### config.mk
export PLATFORM = sky130hd
export DESIGN_NAME = rcosc_clkdiv_gen
export DESIGN_NICKNAME = d
export VERILOG_FILES = /design/src/rtl/rcosc_clkdiv_pkg.sv /design/src/rtl/rcosc_clkdiv_ch.sv /design/src/rtl/rcosc_clkdiv_gen.sv
export SDC_FILE = /design/constraint.sdc
export NUM_CORES = 1
export LEC_CHECK = 0
export CORE_ASPECT_RATIO = 1.75
export CORE_MARGIN = 2
export CORE_UTILIZATION = 65
export DETAILED_ROUTE_END_ITERATION = 12
export PLACE_DENSITY = 0.85
export SETUP_SLACK_MARGIN = 0.5
export SLEW_MARGIN = 10
export SYNTH_ARGS = -nofsm -noshare
export SYNTH_HDL_FRONTEND = slang
export SYNTH_SLANG_ARGS = --single-unit
### constraint.sdc
create_clock -name CLK -period 17.4 [get_ports CLK]
set_input_delay 3.48 -clock CLK [delete_from_list [all_inputs] [get_ports CLK]]
set_output_delay 3.48 -clock CLK [all_outputs]
set_load 0.05 [all_outputs]
### src/rtl/rcosc_clkdiv_pkg.sv
// -----------------------------------------------------------------------------
// rcosc_clkdiv_pkg
// Shared defaults, the channel-index width helper and the per-channel state
// record for the RC-oscillator clock-divider block.
//
// The channel state record uses STATE_DIV_W-bit fields. A channel configured
// with a narrower DIV_W zero-extends into these fields, and the unused upper
// bits are constant zero, so they reduce to nothing in hardware.
// -----------------------------------------------------------------------------
package rcosc_clkdiv_pkg;

    localparam int DEF_NUM_CH         = 4;
    localparam int DEF_DIV_W          = 16;
    localparam int DEF_STARTUP_CYCLES = 256;
    localparam int DEF_RESET_DIV      = 160;

    // Widest divisor a channel can be configured with.
    localparam int STATE_DIV_W = 32;

    // Width of a channel index. It is never below one bit, so a single-channel
    // build still has a WR_CH port that can address an invalid channel.
    function automatic int ch_idx_w(input int num_ch);
        if (num_ch <= 1) begin
            return 1;
        end else begin
            return $clog2(num_ch);
        end
    endfunction

    // Per-channel state: active divisor, pending divisor and its valid flag,
    // period counter, and the divided-clock toggle.
    typedef struct packed {
        logic [STATE_DIV_W-1:0] adiv;
        logic [STATE_DIV_W-1:0] pend;
        logic                   valid;
        logic [STATE_DIV_W-1:0] cnt;
        logic                   tog;
    } ch_state_t;

endpackage

### src/rtl/rcosc_clkdiv_ch.sv
// -----------------------------------------------------------------------------
// rcosc_clkdiv_ch
// One divided-clock channel. While it runs, it counts 0..ADIV-1 and emits a
// registered one-cycle strobe after each terminal count. A divisor write is
// held as pending. It moves into ADIV only at a period boundary, or at once if
// the channel is idle, so an output period is never cut short.
//
// Ports
//   CLK      in   oscillator clock
//   RESET    in   asynchronous active-high reset
//   ready    in   startup delay has elapsed
//   ch_en    in   channel run enable
//   wr_hit   in   a valid divisor write targets this channel this cycle
//   wr_div   in   divisor value being written
//   ce_out   out  one-cycle strobe per divided period (registered)
//   tog_out  out  50%-duty divided clock (registered)
// -----------------------------------------------------------------------------
module rcosc_clkdiv_ch
    import rcosc_clkdiv_pkg::*;
#(
    parameter int DIV_W     = DEF_DIV_W,
    parameter int RESET_DIV = DEF_RESET_DIV
) (
    input  logic             CLK,
    input  logic             RESET,
    input  logic             ready,
    input  logic             ch_en,
    input  logic             wr_hit,
    input  logic [DIV_W-1:0] wr_div,
    output logic             ce_out,
    output logic             tog_out
);

    localparam logic [STATE_DIV_W-1:0] ZERO_EXT  = {STATE_DIV_W{1'b0}};
    localparam logic [STATE_DIV_W-1:0] RDIV_EXT  = STATE_DIV_W'(RESET_DIV);
    localparam ch_state_t              ST_RESET  = '{adiv:  RDIV_EXT,
                                                     pend:  ZERO_EXT,
                                                     valid: 1'b0,
                                                     cnt:   ZERO_EXT,
                                                     tog:   1'b0};

    ch_state_t              st_r;
    ch_state_t              st_s;
    logic                   ce_r;
    logic                   ce_s;
    logic                   run_s;
    logic                   tc_s;
    logic                   apply_s;
    logic [STATE_DIV_W-1:0] wr_div_ext_s;
    logic [STATE_DIV_W-1:0] adiv_last_s;

    // Next-state logic: run qualification, terminal count, pending-divisor hand-over.
    always_comb begin
        st_s         = st_r;
        ce_s         = 1'b0;
        wr_div_ext_s = STATE_DIV_W'(wr_div);
        adiv_last_s  = st_r.adiv - STATE_DIV_W'(1'b1);
        run_s        = ready && ch_en && (st_r.adiv != ZERO_EXT);
        tc_s         = run_s && (st_r.cnt == adiv_last_s);
        // A write that arrives on the boundary edge itself is applied directly.
        // That way the very next period already uses it.
        apply_s      = (st_r.valid || wr_hit) && (tc_s || !run_s);

        if (wr_hit) begin
            st_s.pend = wr_div_ext_s;
        end else begin
            st_s.pend = st_r.pend;
        end

        if (apply_s) begin
            st_s.adiv  = wr_hit ? wr_div_ext_s : st_r.pend;
            st_s.valid = 1'b0;
        end else if (wr_hit) begin
            st_s.adiv  = st_r.adiv;
            st_s.valid = 1'b1;
        end else begin
            st_s.adiv  = st_r.adiv;
            st_s.valid = st_r.valid;
        end

        if (!run_s) begin
            st_s.cnt = ZERO_EXT;
            st_s.tog = 1'b0;
        end else if (tc_s) begin
            st_s.cnt = ZERO_EXT;
            st_s.tog = ~st_r.tog;
            ce_s     = 1'b1;
        end else begin
            // Increment at DIV_W so the upper state bits stay constant zero.
            st_s.cnt = STATE_DIV_W'(st_r.cnt[DIV_W-1:0] + DIV_W'(1'b1));
            st_s.tog = st_r.tog;
        end
    end

    // Channel state and strobe registers.
    always_ff @(posedge CLK or posedge RESET) begin
        if (RESET) begin
            st_r <= ST_RESET;
            ce_r <= 1'b0;
        end else begin
            st_r <= st_s;
            ce_r <= ce_s;
        end
    end

    assign ce_out  = ce_r;
    assign tog_out = st_r.tog;

endmodule

### src/rtl/rcosc_clkdiv_gen.sv
// -----------------------------------------------------------------------------
// rcosc_clkdiv_gen
// A multi-channel divided-clock-enable generator running on the RC oscillator.
// This level holds the oscillator settle counter, the divisor-write decode and
// the invalid-write error pulse. Each channel is a rcosc_clkdiv_ch instance.
//
// Ports
//   CLK      in   RC-oscillator clock
//   RESET    in   asynchronous active-high reset
//   CH_EN    in   per-channel run enable
//   WR_EN    in   divisor write strobe
//   WR_CH    in   target channel index
//   WR_DIV   in   new divisor value
//   WR_ERR   out  one-cycle pulse for a write to a nonexistent channel
//   READY    out  startup delay has elapsed
//   CE_OUT   out  per-channel one-cycle strobe per divided period
//   TOG_OUT  out  per-channel 50%-duty divided clock (data use only)
// -----------------------------------------------------------------------------
module rcosc_clkdiv_gen
    import rcosc_clkdiv_pkg::*;
#(
    parameter  int NUM_CH         = DEF_NUM_CH,
    parameter  int DIV_W          = DEF_DIV_W,
    parameter  int STARTUP_CYCLES = DEF_STARTUP_CYCLES,
    parameter  int RESET_DIV      = DEF_RESET_DIV,
    localparam int CH_W           = ch_idx_w(NUM_CH)
) (
    input  logic              CLK,
    input  logic              RESET,
    input  logic [NUM_CH-1:0] CH_EN,
    input  logic              WR_EN,
    input  logic [CH_W-1:0]   WR_CH,
    input  logic [DIV_W-1:0]  WR_DIV,
    output logic              WR_ERR,
    output logic              READY,
    output logic [NUM_CH-1:0] CE_OUT,
    output logic [NUM_CH-1:0] TOG_OUT
);

    localparam int              SU_W       = $clog2(STARTUP_CYCLES + 1);
    localparam logic [SU_W-1:0] SU_LAST    = SU_W'(STARTUP_CYCLES - 1);
    localparam int              CH_XW      = CH_W + 1;
    // The index is compared one bit wider. This keeps the range check
    // meaningful even when NUM_CH is a power of two.
    localparam logic [CH_XW-1:0] NUM_CH_EXT = CH_XW'(NUM_CH);

    logic [SU_W-1:0]   su_cnt_r;
    logic              ready_r;
    logic              wr_err_r;
    logic              wr_bad_s;
    logic [CH_XW-1:0]  wr_ch_ext_s;
    logic [NUM_CH-1:0] wr_hit_s;

    assign wr_ch_ext_s = {1'b0, WR_CH};
    assign wr_bad_s    = WR_EN && (wr_ch_ext_s >= NUM_CH_EXT);

    // Oscillator settle counter. READY rises on the STARTUP_CYCLES-th edge and then holds.
    always_ff @(posedge CLK or posedge RESET) begin
        if (RESET) begin
            su_cnt_r <= {SU_W{1'b0}};
            ready_r  <= 1'b0;
        end else if (!ready_r) begin
            if (su_cnt_r == SU_LAST) begin
                ready_r <= 1'b1;
            end else begin
                su_cnt_r <= su_cnt_r + SU_W'(1'b1);
            end
        end
    end

    // Registered error pulse for a write to an out-of-range channel.
    always_ff @(posedge CLK or posedge RESET) begin
        if (RESET) begin
            wr_err_r <= 1'b0;
        end else begin
            wr_err_r <= wr_bad_s;
        end
    end

    assign READY  = ready_r;
    assign WR_ERR = wr_err_r;

    for (genvar g = 0; g < NUM_CH; g++) begin : g_ch
        assign wr_hit_s[g] = WR_EN && (wr_ch_ext_s == CH_XW'(g));

        rcosc_clkdiv_ch #(
            .DIV_W     (DIV_W),
            .RESET_DIV (RESET_DIV)
        ) u_ch (
            .CLK     (CLK),
            .RESET   (RESET),
            .ready   (ready_r),
            .ch_en   (CH_EN[g]),
            .wr_hit  (wr_hit_s[g]),
            .wr_div  (WR_DIV),
            .ce_out  (CE_OUT[g]),
            .tog_out (TOG_OUT[g])
        );
    end

endmodule

==> results of run 1 <==
==> flip-flops by register name (all words and copies together) (netlist names) <==
name and flops:
READY 1, g_ch.u_ch.st_r 328, su_cnt_r 9, g_ch.u_ch.ce_out 4, g_ch.u_ch.tog_out 4
==> Yosys cell counts (all sizes together) (8+ instances only) <==
cell type | instances | area share
dfrtp | 338 | 0.50
mux2 | 193 | 0.13
nor2 | 141 | 0.031
xnor2 | 103 | 0.054
and2 | 55 | 0.020
nand2 | 54 | 0.012
xor2 | 53 | 0.027
nand3 | 47 | 0.014
nor4 | 43 | 0.018
clkbuf | 40 | 0.0089
nor3 | 36 | 0.011
buf | 33 | 0.015
nand4 | 33 | 0.013
and3 | 31 | 0.011
nor2b | 29 | 0.011
inv | 26 | 0.0057
or4 | 21 | 0.0095
o21ai | 18 | 0.0053
a21oi | 16 | 0.0049
ha | 14 | 0.010
nand4b | 11 | 0.0057
o211ai | 10 | 0.0044
or3 | 10 | 0.0037
nor3b | 9 | 0.0040
nor4b | 9 | 0.0046
dfstp | 8 | 0.012
==> layout by cell type (no fill, tap or decap), types with 10 or more instances in the layout <==
cell type and count:
a21oi_1 15, clkbuf_16 31, nand4b_1 11, nand2_1 54, mux2_1 64, xnor2_1 102, inv_1 25, clkdlybuf4s50_1 33
nand4_1 32, or4_1 20, nor2b_1 28, nor3_1 36, nand3_1 47, o21ai_0 17, nor2_1 141, and2_1 55
buf_4 11, mux2_2 102, ha_1 14, mux2_4 27, xor2_1 53, dfrtp_1 338, and3_1 31, nor4_1 36
o211ai_1 10, or3_1 10
==> routing by layer <==
metal / share of wire / routed length, microns / GRT usage
met5: 0 / 0 / 0
met4: 0.042 / 1520 / 0.122
met3: 0.032 / 1150 / 0.0289
met2: 0.53 / 19000 / 0.480
met1: 0.40 / 14400 / 0.324
==> kinds of logic after synthesis <==
logic type / count (synthesis) / synth area share
muxes: 199 / 0.138
AOI/OAI and AO/OA: 112 / 0.0484
DFF: 346 / 0.511
and+or+nand+nor: 558 / 0.182
xor gates and xnor gates: 156 / 0.0809
other: 1 / 0.000221
buffers and inverters: 99 / 0.0296
adders and majority gates: 14 / 0.0103
==> through the flow <==
step	cell area (sq um)	worst slack (ns)	power (mW)	utilization
after floorplan	17000	4.34	1.26	-
after global placement	17400	10.84	1.34	0.676
after detailed placement	17400	10.76	1.36	0.676
after CTS	18500	11.37	2.10	0.719
after global routing	18500	10.96	2.18	0.719
final	18500	11.48	2.09	0.719
==> final cells by class <==
type                    instances  area share
repair buffers                 44      0.0223
multi-input cells            1040       0.422
clock buffers                  41      0.0472
flip-flops and latches        346       0.468
well taps                     320      0.0216
inverters                      26     0.00568
clock inverters                14      0.0125
==> worst reg2reg max path, cell delays in order, from the launching register on <==
cell and delay [ns]:
dfrtp_1 0.46, inv_1 0.11, ha_1 0.25, nor3b_1 0.90, nand4_1 0.26, nor4_1 0.29, xor2_1 0.15, nor4_1 0.39
a21o_1 0.52, nor2b_2 0.24, buf_4 0.40, mux2_2 0.41
==> report_power, final <==
group	switching [mW]	leakage [nW]	internal (mW)
clock network	0.293	0.549	0.440
registers	0.102	4.55	0.884
logic	0.194	2.87	0.176
total	0.590	7.96	1.50
==> worst paths after layout <==
path / endpoint / slack, ns
hold reg to reg: g_ch[2].u_ch.st_r[53] / 0.48
max in group CLK: READY / 11.70
hold / removal: g_ch[2].u_ch.st_r[53] / 0.48
setup reg to reg: g_ch[0].u_ch.st_r[86] / 12.91
min in group asynchronous: g_ch[3].u_ch.st_r[61] / 3.47
setup / recovery: g_ch[2].u_ch.st_r[52] / 11.48
==> impl_metrics.tcl, run 1 <==
set metrics [dict create \
    slew_viol_final 0 \
    nFillCells 1772 \
    chipHeight_microns 218 \
    root_buffer "clkbuf_16" \
    postSynth.asyncResetShare 1.00 \
    hold_violations 0 \
    crit_required_ns 17.94 \
    syn-num-nets 1524 \
    post_cts_buffers 0 \
    clock_latency_ns 0.58 \
    layout.nets 1527 \
    cts_tree "yes" \
    worst_slew_pin_slew_ns 1.09 \
    avgSynthCellArea_sq_um 11.4 \
    grt_pass1_wl_microns 59800 \
    cp_max_fo 110 \
    place_congestion 0.904 \
    setup_viol 0 \
    slowest_stage "buf_4" \
    start_util 0.659 \
    end_kind "asynchronous set/reset pin" \
    ctsResizeCount 0 \
    register_area_sq_um 8670 \
    clk_pin_slew_ns 0.06 \
    cts_sinks 346 \
    core-area_sq_um 25800 \
    grt_setup_unrepaired "no" \
    io_buffers 33 \
    postRouteWirelength_microns 36100 \
    critical_path_class "input port to asynchronous set/reset pin" \
    yosysSeqAreaShare 0.511 \
    fin_crit_ns 5.92 \
    ys_seq_elements 346 \
    cellLeakagePower_nw 7.96 \
    max_stage_delay_ns 0.91 \
    dr.pass1.iters 5 \
    path_cells "clkdlybuf4s50_1 -> inv_8 -> buf_4 -> buf_4" \
    layout.cells.non_filler 1831 \
    crit_family "buffers and inverters" \
    die-area_sq_um 27500 \
    status "complete, no violations" \
    whs_ns 0.477 \
    cts_made_buffers 30 \
    multi_input_area_sq_um 7820 \
    ioPinCount 35 \
    finalCritPeriodShare 0.340 \
    synthFlopType "dfrtp_1" \
    grt_max_degree 111 \
    peakVddDrop_uv 120 \
    setup_tns_ns 0 \
    crit_path_frequent_cell "buf_4" \
    cp-start-kind "input port" \
    hp-class "flop to flop" \
    fin_skew_ns 0.0261 \
    syn-cell-area_sq_um 17000 \
    max_freq_mhz 169 \
    arrival_ns 6.47 \
    track_usage 0.268 \
    via_count 11300 \
    overflow 0 \
    ys.warnings.count 0 \
    antenna_cells 0 \
    dp_cells 1776 \
    crit_start "RESET" \
    synth_cells 1485 \
    wire_per_inst_microns 19.7 \
    worstHoldStart "g_ch[2].u_ch.st_r[53]" \
    power_density_nw_per_um2 113 \
    slew_headroom 0.271 \
    drt-initial-drc-count 637 \
    r2r-start "g_ch[0].u_ch.st_r[66]" \
    ys_types 80 \
    drc 0 \
    row_count 78 \
    synth_edf_count 0 \
    antenna_found_initial 0 \
    place_hpwl_microns 24700 \
    crit_buf_inv 4 \
    drive_gt1_frac 0.154 \
    cts_buffer_depth 3 \
    routed_via_density 6.17 \
    cts-hold-fix-buffers 0 \
    area_growth_pct 9.07 \
    die_x_microns 126 \
    ant_nets 0 \
    r2r_cells 11 \
    cp.depth 4 \
    h-tree-depth 1 \
    whs_path_depth 1 \
    grt_pass1_vias 11800 \
    maxCapViolCount 0 \
]
Power figures use the tool's default switching activity.
==> run 2: changes to the inputs <==
--- a/config.mk
+++ b/config.mk
@@ -7,9 +7,9 @@
 export LEC_CHECK = 0
 export CORE_ASPECT_RATIO = 1.75
 export CORE_MARGIN = 2
-export CORE_UTILIZATION = 65
+export CORE_UTILIZATION = 63
 export DETAILED_ROUTE_END_ITERATION = 12
-export PLACE_DENSITY = 0.85
+export PLACE_DENSITY = 0.83
 export SETUP_SLACK_MARGIN = 0.5
 export SLEW_MARGIN = 10
 export SYNTH_ARGS = -nofsm -noshare
==> constraint.sdc (replaced) <==
create_clock -name CLK -period 5.7 [get_ports CLK]
set_input_delay 1.14 -clock CLK [delete_from_list [all_inputs] [get_ports CLK]]
set_output_delay 1.14 -clock CLK [all_outputs]
set_load 0.05 [all_outputs]
==> impl_metrics.tcl, run 2 (synthesis results as in run 1) <==
set metrics [dict create \
    die-area_sq_um 28300 \
    grt_pass1_wl_microns 60500 \
    overflow 0 \
    crit_required_ns 6.15 \
    max_freq_mhz 216 \
    drt-initial-drc-count 649 \
    clk_pin_slew_ns 0.07 \
    ioPinCount 35 \
    design_area_sq_um 18500 \
    end_kind "flop" \
    row_count 79 \
    worst_slew_pin_slew_ns 1.08 \
    start_util 0.638 \
    die_x_microns 128 \
    slowest_stage "a21oi_4" \
    routed_via_density 6.14 \
    reg.largest.list "g_ch.u_ch.st_r: 328 flops, su_cnt_r: 9 flops" \
    path_cells "inv_1 -> ha_1 -> nor3b_1 -> nand2_1 -> or4b_2 -> o211ai_1 -> o2111a_1 -> nand4_1 -> a21oi_4 -> mux2_2" \
    power.share.sequential 0.478 \
    slew_headroom 0.276 \
    finalCritPeriodShare 0.811 \
    power_density_nw_per_um2 339 \
    fin_skew_ns 0.0100 \
    wire_per_inst_microns 19.6 \
    max_stage_delay_ns 0.95 \
    core-area_sq_um 26600 \
    crit_family "simple AND/OR/NAND/NOR gates" \
    cts-hold-fix-buffers 0 \
    via_count 11300 \
    h-tree-depth 1 \
    cp-start-kind "flop" \
    ant_nets 0 \
    top_register "g_ch.u_ch.st_r" \
    cp.depth 10 \
    placed_area_sq_um 17400 \
    maxCapViolCount 0 \
    clock_latency_ns 0.57 \
    fin_crit_ns 4.62 \
    setup_viol 0 \
    arrival_ns 5.07 \
    cts_tree "yes" \
    drive_gt1_frac 0.155 \
    final_common_cell "dfrtp_1" \
    dr.pass1.iters 4 \
    slew_viol_final 0 \
    cts_made_buffers 30 \
    pwr-share-clk 0.340 \
    r2r_cells 10 \
    whs_path_depth 1 \
    postRouteWirelength_microns 36000 \
    peakVddDrop_uv 309 \
    root_buffer "clkbuf_16" \
    track_usage 0.264 \
    final_cell_mix "dfrtp_1, nor2_1, xnor2_1, mux2_2, mux2_1" \
    final_util 0.695 \
    largest_register_ffs 328 \
    power_switching_mw 1.81 \
    grt_pass1_vias 12100 \
    area_growth_pct 8.87 \
    place_congestion 0.908 \
    crit_buf_inv 1 \
    grt_setup_unrepaired "no" \
    ctsResizeCount 0 \
    p_int_mw 4.46 \
    hold_violations 0 \
    place_hpwl_microns 25200 \
    layout.nets 1529 \
    cellLeakagePower_nw 7.93 \
    antenna_found_initial 0 \
    post_cts_buffers 0 \
    critical_path_class "flop to flop" \
    cts_sinks 346 \
    antenna_cells 0 \
    comb_power_share 0.182 \
    drc 0 \
    grt_max_degree 166 \
    p_sw_frac 0.289 \
    status "complete, no violations" \
    io_buffers 33 \
    cts_buffer_depth 3 \
    hp-class "flop to flop" \
    cp_max_fo 32 \
    chipHeight_microns 221 \
]
run 2: cell types whose count changed in the layout (fill, tap and decap cells not counted), sizes merged:
cell      previous run  this run
clkinv               8         7
clkinvlp             0         4
buf                 11        13
bufinv               6         3
clkbuf              41        42
run 2: final cells by class:
type / count / area (sq um)
Clock buffer: 42 / 887
Clock inverter: 14 / 156
Fill cell: 1890 / 8110
Inverter: 26 / 101
Multi-Input combinational cell: 1040 / 7820
Sequential cell: 346 / 8670
Tap cell: 324 / 405
Timing Repair Buffer: 46 / 440
run 2: worst register-to-register path, cell delays in order, from the launching register on:
cell      delay [ns]
dfrtp_1         0.46
inv_1           0.12
ha_1            0.25
nor3b_1         0.81
nand2_1         0.15
or4b_2          0.64
o211ai_1        0.18
o2111a_1        0.24
nand4_1         0.27
a21oi_4         0.95
mux2_2          0.43
run 2: layer usage:
metal,GRT usage,wire length [microns],share of wire,vias up
met4,0.118,1580,0.044,0
met1,0.315,14500,0.40,5687
met3,0.0307,1130,0.031,101
li1,-,-,-,5275
met2,0.475,18900,0.52,228
met5,0,0,0,-
run 2: through the flow:
stage | hold slack, ns | std cells | power, mW | TNS, ns | setup slack, ns
after CTS | 0.476 | 1838 | 6.30 | 0 | 1.04
after global routing | 0.490 | 1838 | 6.55 | 0 | 0.775
after global placement | 0.458 | 1782 | 4.11 | 0 | 1.31
after floorplan | 0.443 | 1485 | 3.85 | -21.61 | -0.0639
final | 0.477 | 1838 | 6.27 | 0 | 1.08
after detailed placement | 0.462 | 1782 | 4.16 | 0 | 1.10
run 2: worst paths after layout:
| kind | startpoint | end | slack, ns |
|---|---|---|---|
| max in group asynchronous | RESET | g_ch[2].u_ch.st_r[81] | 3.65 |
| worst max register to register | g_ch[2].u_ch.st_r[66] | g_ch[2].u_ch.st_r[74] | 1.08 |
| worst max-delay path | g_ch[2].u_ch.st_r[66] | g_ch[2].u_ch.st_r[74] | 1.08 |
| worst min register to register | g_ch[1].u_ch.st_r[63] | g_ch[1].u_ch.st_r[63] | 0.48 |
| min in group asynchronous | RESET | g_ch[3].u_ch.st_r[59] | 0.87 |
| worst min-delay path | g_ch[1].u_ch.st_r[63] | g_ch[1].u_ch.st_r[63] | 0.48 |
run 2: power groups by stage:
stage,sequential [mW],combinational (mW),clock (mW)
finish,3.00,1.14,2.13
global route,3.03,1.26,2.26
global placement,3.01,1.09,0
CTS,2.99,1.14,2.17
floorplan,2.88,0.970,0
detailed placement,3.03,1.13,0
==> run 3: changes to the inputs <==
--- a/config.mk
+++ b/config.mk
@@ -7,9 +7,9 @@
 export LEC_CHECK = 0
 export CORE_ASPECT_RATIO = 1.75
 export CORE_MARGIN = 2
-export CORE_UTILIZATION = 63
+export CORE_UTILIZATION = 57
 export DETAILED_ROUTE_END_ITERATION = 12
-export PLACE_DENSITY = 0.83
+export PLACE_DENSITY = 0.79
 export SETUP_SLACK_MARGIN = 0.5
 export SLEW_MARGIN = 10
 export SYNTH_ARGS = -nofsm -noshare
==> constraint.sdc (replaced) <==
create_clock -name CLK -period 4.1 [get_ports CLK]
set_input_delay 0.82 -clock CLK [delete_from_list [all_inputs] [get_ports CLK]]
set_output_delay 0.82 -clock CLK [all_outputs]
set_load 0.05 [all_outputs]
==> impl_metrics.tcl, run 3 (synthesis results as in run 1) <==
set metrics [dict create \
    status "complete, no violations" \
    grt_max_degree 130 \
    cts_buffer_depth 3 \
    setup_tns_ns 0 \
    final_cell_mix "dfrtp_1, nor2_1, xnor2_1, mux2_2, mux2_1" \
    wire_per_inst_microns 19.2 \
    dr.pass1.iters 5 \
    slew_viol_final 0 \
    place_congestion 0.938 \
    whs_path_depth 1 \
    row_count 83 \
    worst-r2r-setup-slack_ns 0.57 \
    fin_skew_ns 0.0106 \
    maxCapViolCount 0 \
    design_area_sq_um 19000 \
    drive_gt1_frac 0.184 \
    cts_tree "yes" \
    clock_latency_ns 0.57 \
    antenna_found_initial 0 \
    setup_slack_ns 0.566 \
    drt-initial-drc-count 702 \
    via_count 11500 \
    r2r_cells 10 \
    start_util 0.580 \
    holdPathEnd "g_ch[1].u_ch.st_r[59]" \
    postRouteWirelength_microns 37100 \
    drc 0 \
    die-area_sq_um 31200 \
    cp_max_fo 8 \
    largest_register_ffs 328 \
    antenna_cells 0 \
    grt_pass1_vias 11800 \
    final_common_cell "dfrtp_1" \
    peakVddDrop_uv 366 \
    crit_required_ns 4.55 \
    critical_path_class "flop to flop" \
    final_util 0.650 \
    h-tree-depth 1 \
    reg.largest.list "g_ch.u_ch.st_r: 328 flops, su_cnt_r: 9 flops" \
    worstHoldStart "g_ch[1].u_ch.st_r[59]" \
    hold_violations 0 \
    cts_sinks 346 \
    clk_pin_slew_ns 0.07 \
    root_buffer "clkbuf_16" \
    place_worst_setup_slack_ns 0.333 \
    dp_cells 1870 \
    cts_made_buffers 30 \
    slew_headroom 0.499 \
    grt_setup_unrepaired "yes" \
    max_freq_mhz 283 \
    overflow 0 \
    ant_nets 0 \
    finalCritPeriodShare 0.862 \
    worst_slew_pin_slew_ns 0.750 \
    worstReg2RegEnd "g_ch[3].u_ch.st_r[86]" \
    chipHeight_microns 232 \
    io_buffers 33 \
    core-area_sq_um 29300 \
    cp-start-kind "flop" \
    end_kind "flop" \
    grt_pass1_wl_microns 60600 \
    die_x_microns 134 \
    hp-class "flop to flop" \
    place_hpwl_microns 26100 \
    routed_via_density 5.92 \
    fin_crit_ns 3.53 \
    layout.nets 1569 \
    top_register "g_ch.u_ch.st_r" \
    ioPinCount 35 \
    placed_area_sq_um 17800 \
    track_usage 0.243 \
    setup_viol 0 \
    arrival_ns 3.98 \
    layout.cells.non_filler 1936 \
    area_growth_pct 12.1 \
    power_density_nw_per_um2 459 \
    cellLeakagePower_nw 8.16 \
    r2r-start "g_ch[3].u_ch.st_r[71]" \
]
==> run 3: worst max-delay path by stage <==
stage	depth (start not counted)	end	start	slack, ns
after global placement	10	g_ch[3].u_ch.st_r[76]	g_ch[3].u_ch.st_r[72]	0.37
after floorplan	1	READY	RESET	-1.34
final	10	g_ch[3].u_ch.st_r[86]	g_ch[3].u_ch.st_r[71]	0.57
after global routing	13	g_ch[3].u_ch.st_r[86]	g_ch[3].u_ch.st_r[66]	0.48
after CTS	10	g_ch[3].u_ch.st_r[86]	g_ch[3].u_ch.st_r[71]	0.55
after detailed placement	10	g_ch[3].u_ch.st_r[76]	g_ch[3].u_ch.st_r[72]	0.33
==> run 3: through the flow <==
stage	hold WS [ns]	power [mW]
2_1_floorplan	0.443	5.36
3_3_place_gp	0.459	5.79
3_5_place_dp	0.460	5.86
4_1_cts	0.477	8.76
5_1_grt	0.491	9.15
6_report	0.475	8.74
==> run 3: area by class of cell <==
class                   count  area [sq um]
clock buffers              46           881
clock inverters            10           120
fillers                  2300         10300
inverters                  26           101
multi-input cells        1040          7910
flip-flops and latches    346          8670
well taps                 382           478
repair buffers             86           866
==> run 3: worst max-delay path: stages (launching register included) <==
cell	delay [ns]
dfstp_2	0.41
or4_4	0.52
or3_4	0.41
or4_4	0.50
xnor2_2	0.15
nand4_1	0.12
nor4_2	0.38
buf_4	0.18
o21ba_4	0.25
buf_12	0.16
mux2_1	0.33
==> run 3: what timing repair did <==
| item | 4_1_cts | 5_1_grt |
|---|---|---|
| pin swaps | 3 | 5 |
| resized for setup | 6 | 17 |
| buffers inserted | 4 | 3 |
| endpoints found under the setup margin | 58 | 138 |
| hold buffers | 0 | 0 |
| cloned | 1 | 2 |
==> run 3: metal layers <==
layer,vias to the layer above,track usage,part of all wire
met2,250,0.439,0.53
met5,-,0,0
li1,5352,-,-
met3,111,0.0277,0.030
met4,0,0.115,0.047
met1,5745,0.287,0.39
==> run 3: power by group <==
part | switching [mW] | total, mW | internal [mW]
Sequential | 0.393 | 4.15 | 3.75
Clock | 1.24 | 2.85 | 1.61
Combinational | 0.901 | 1.74 | 0.844
Total | 2.53 | 8.74 | 6.21
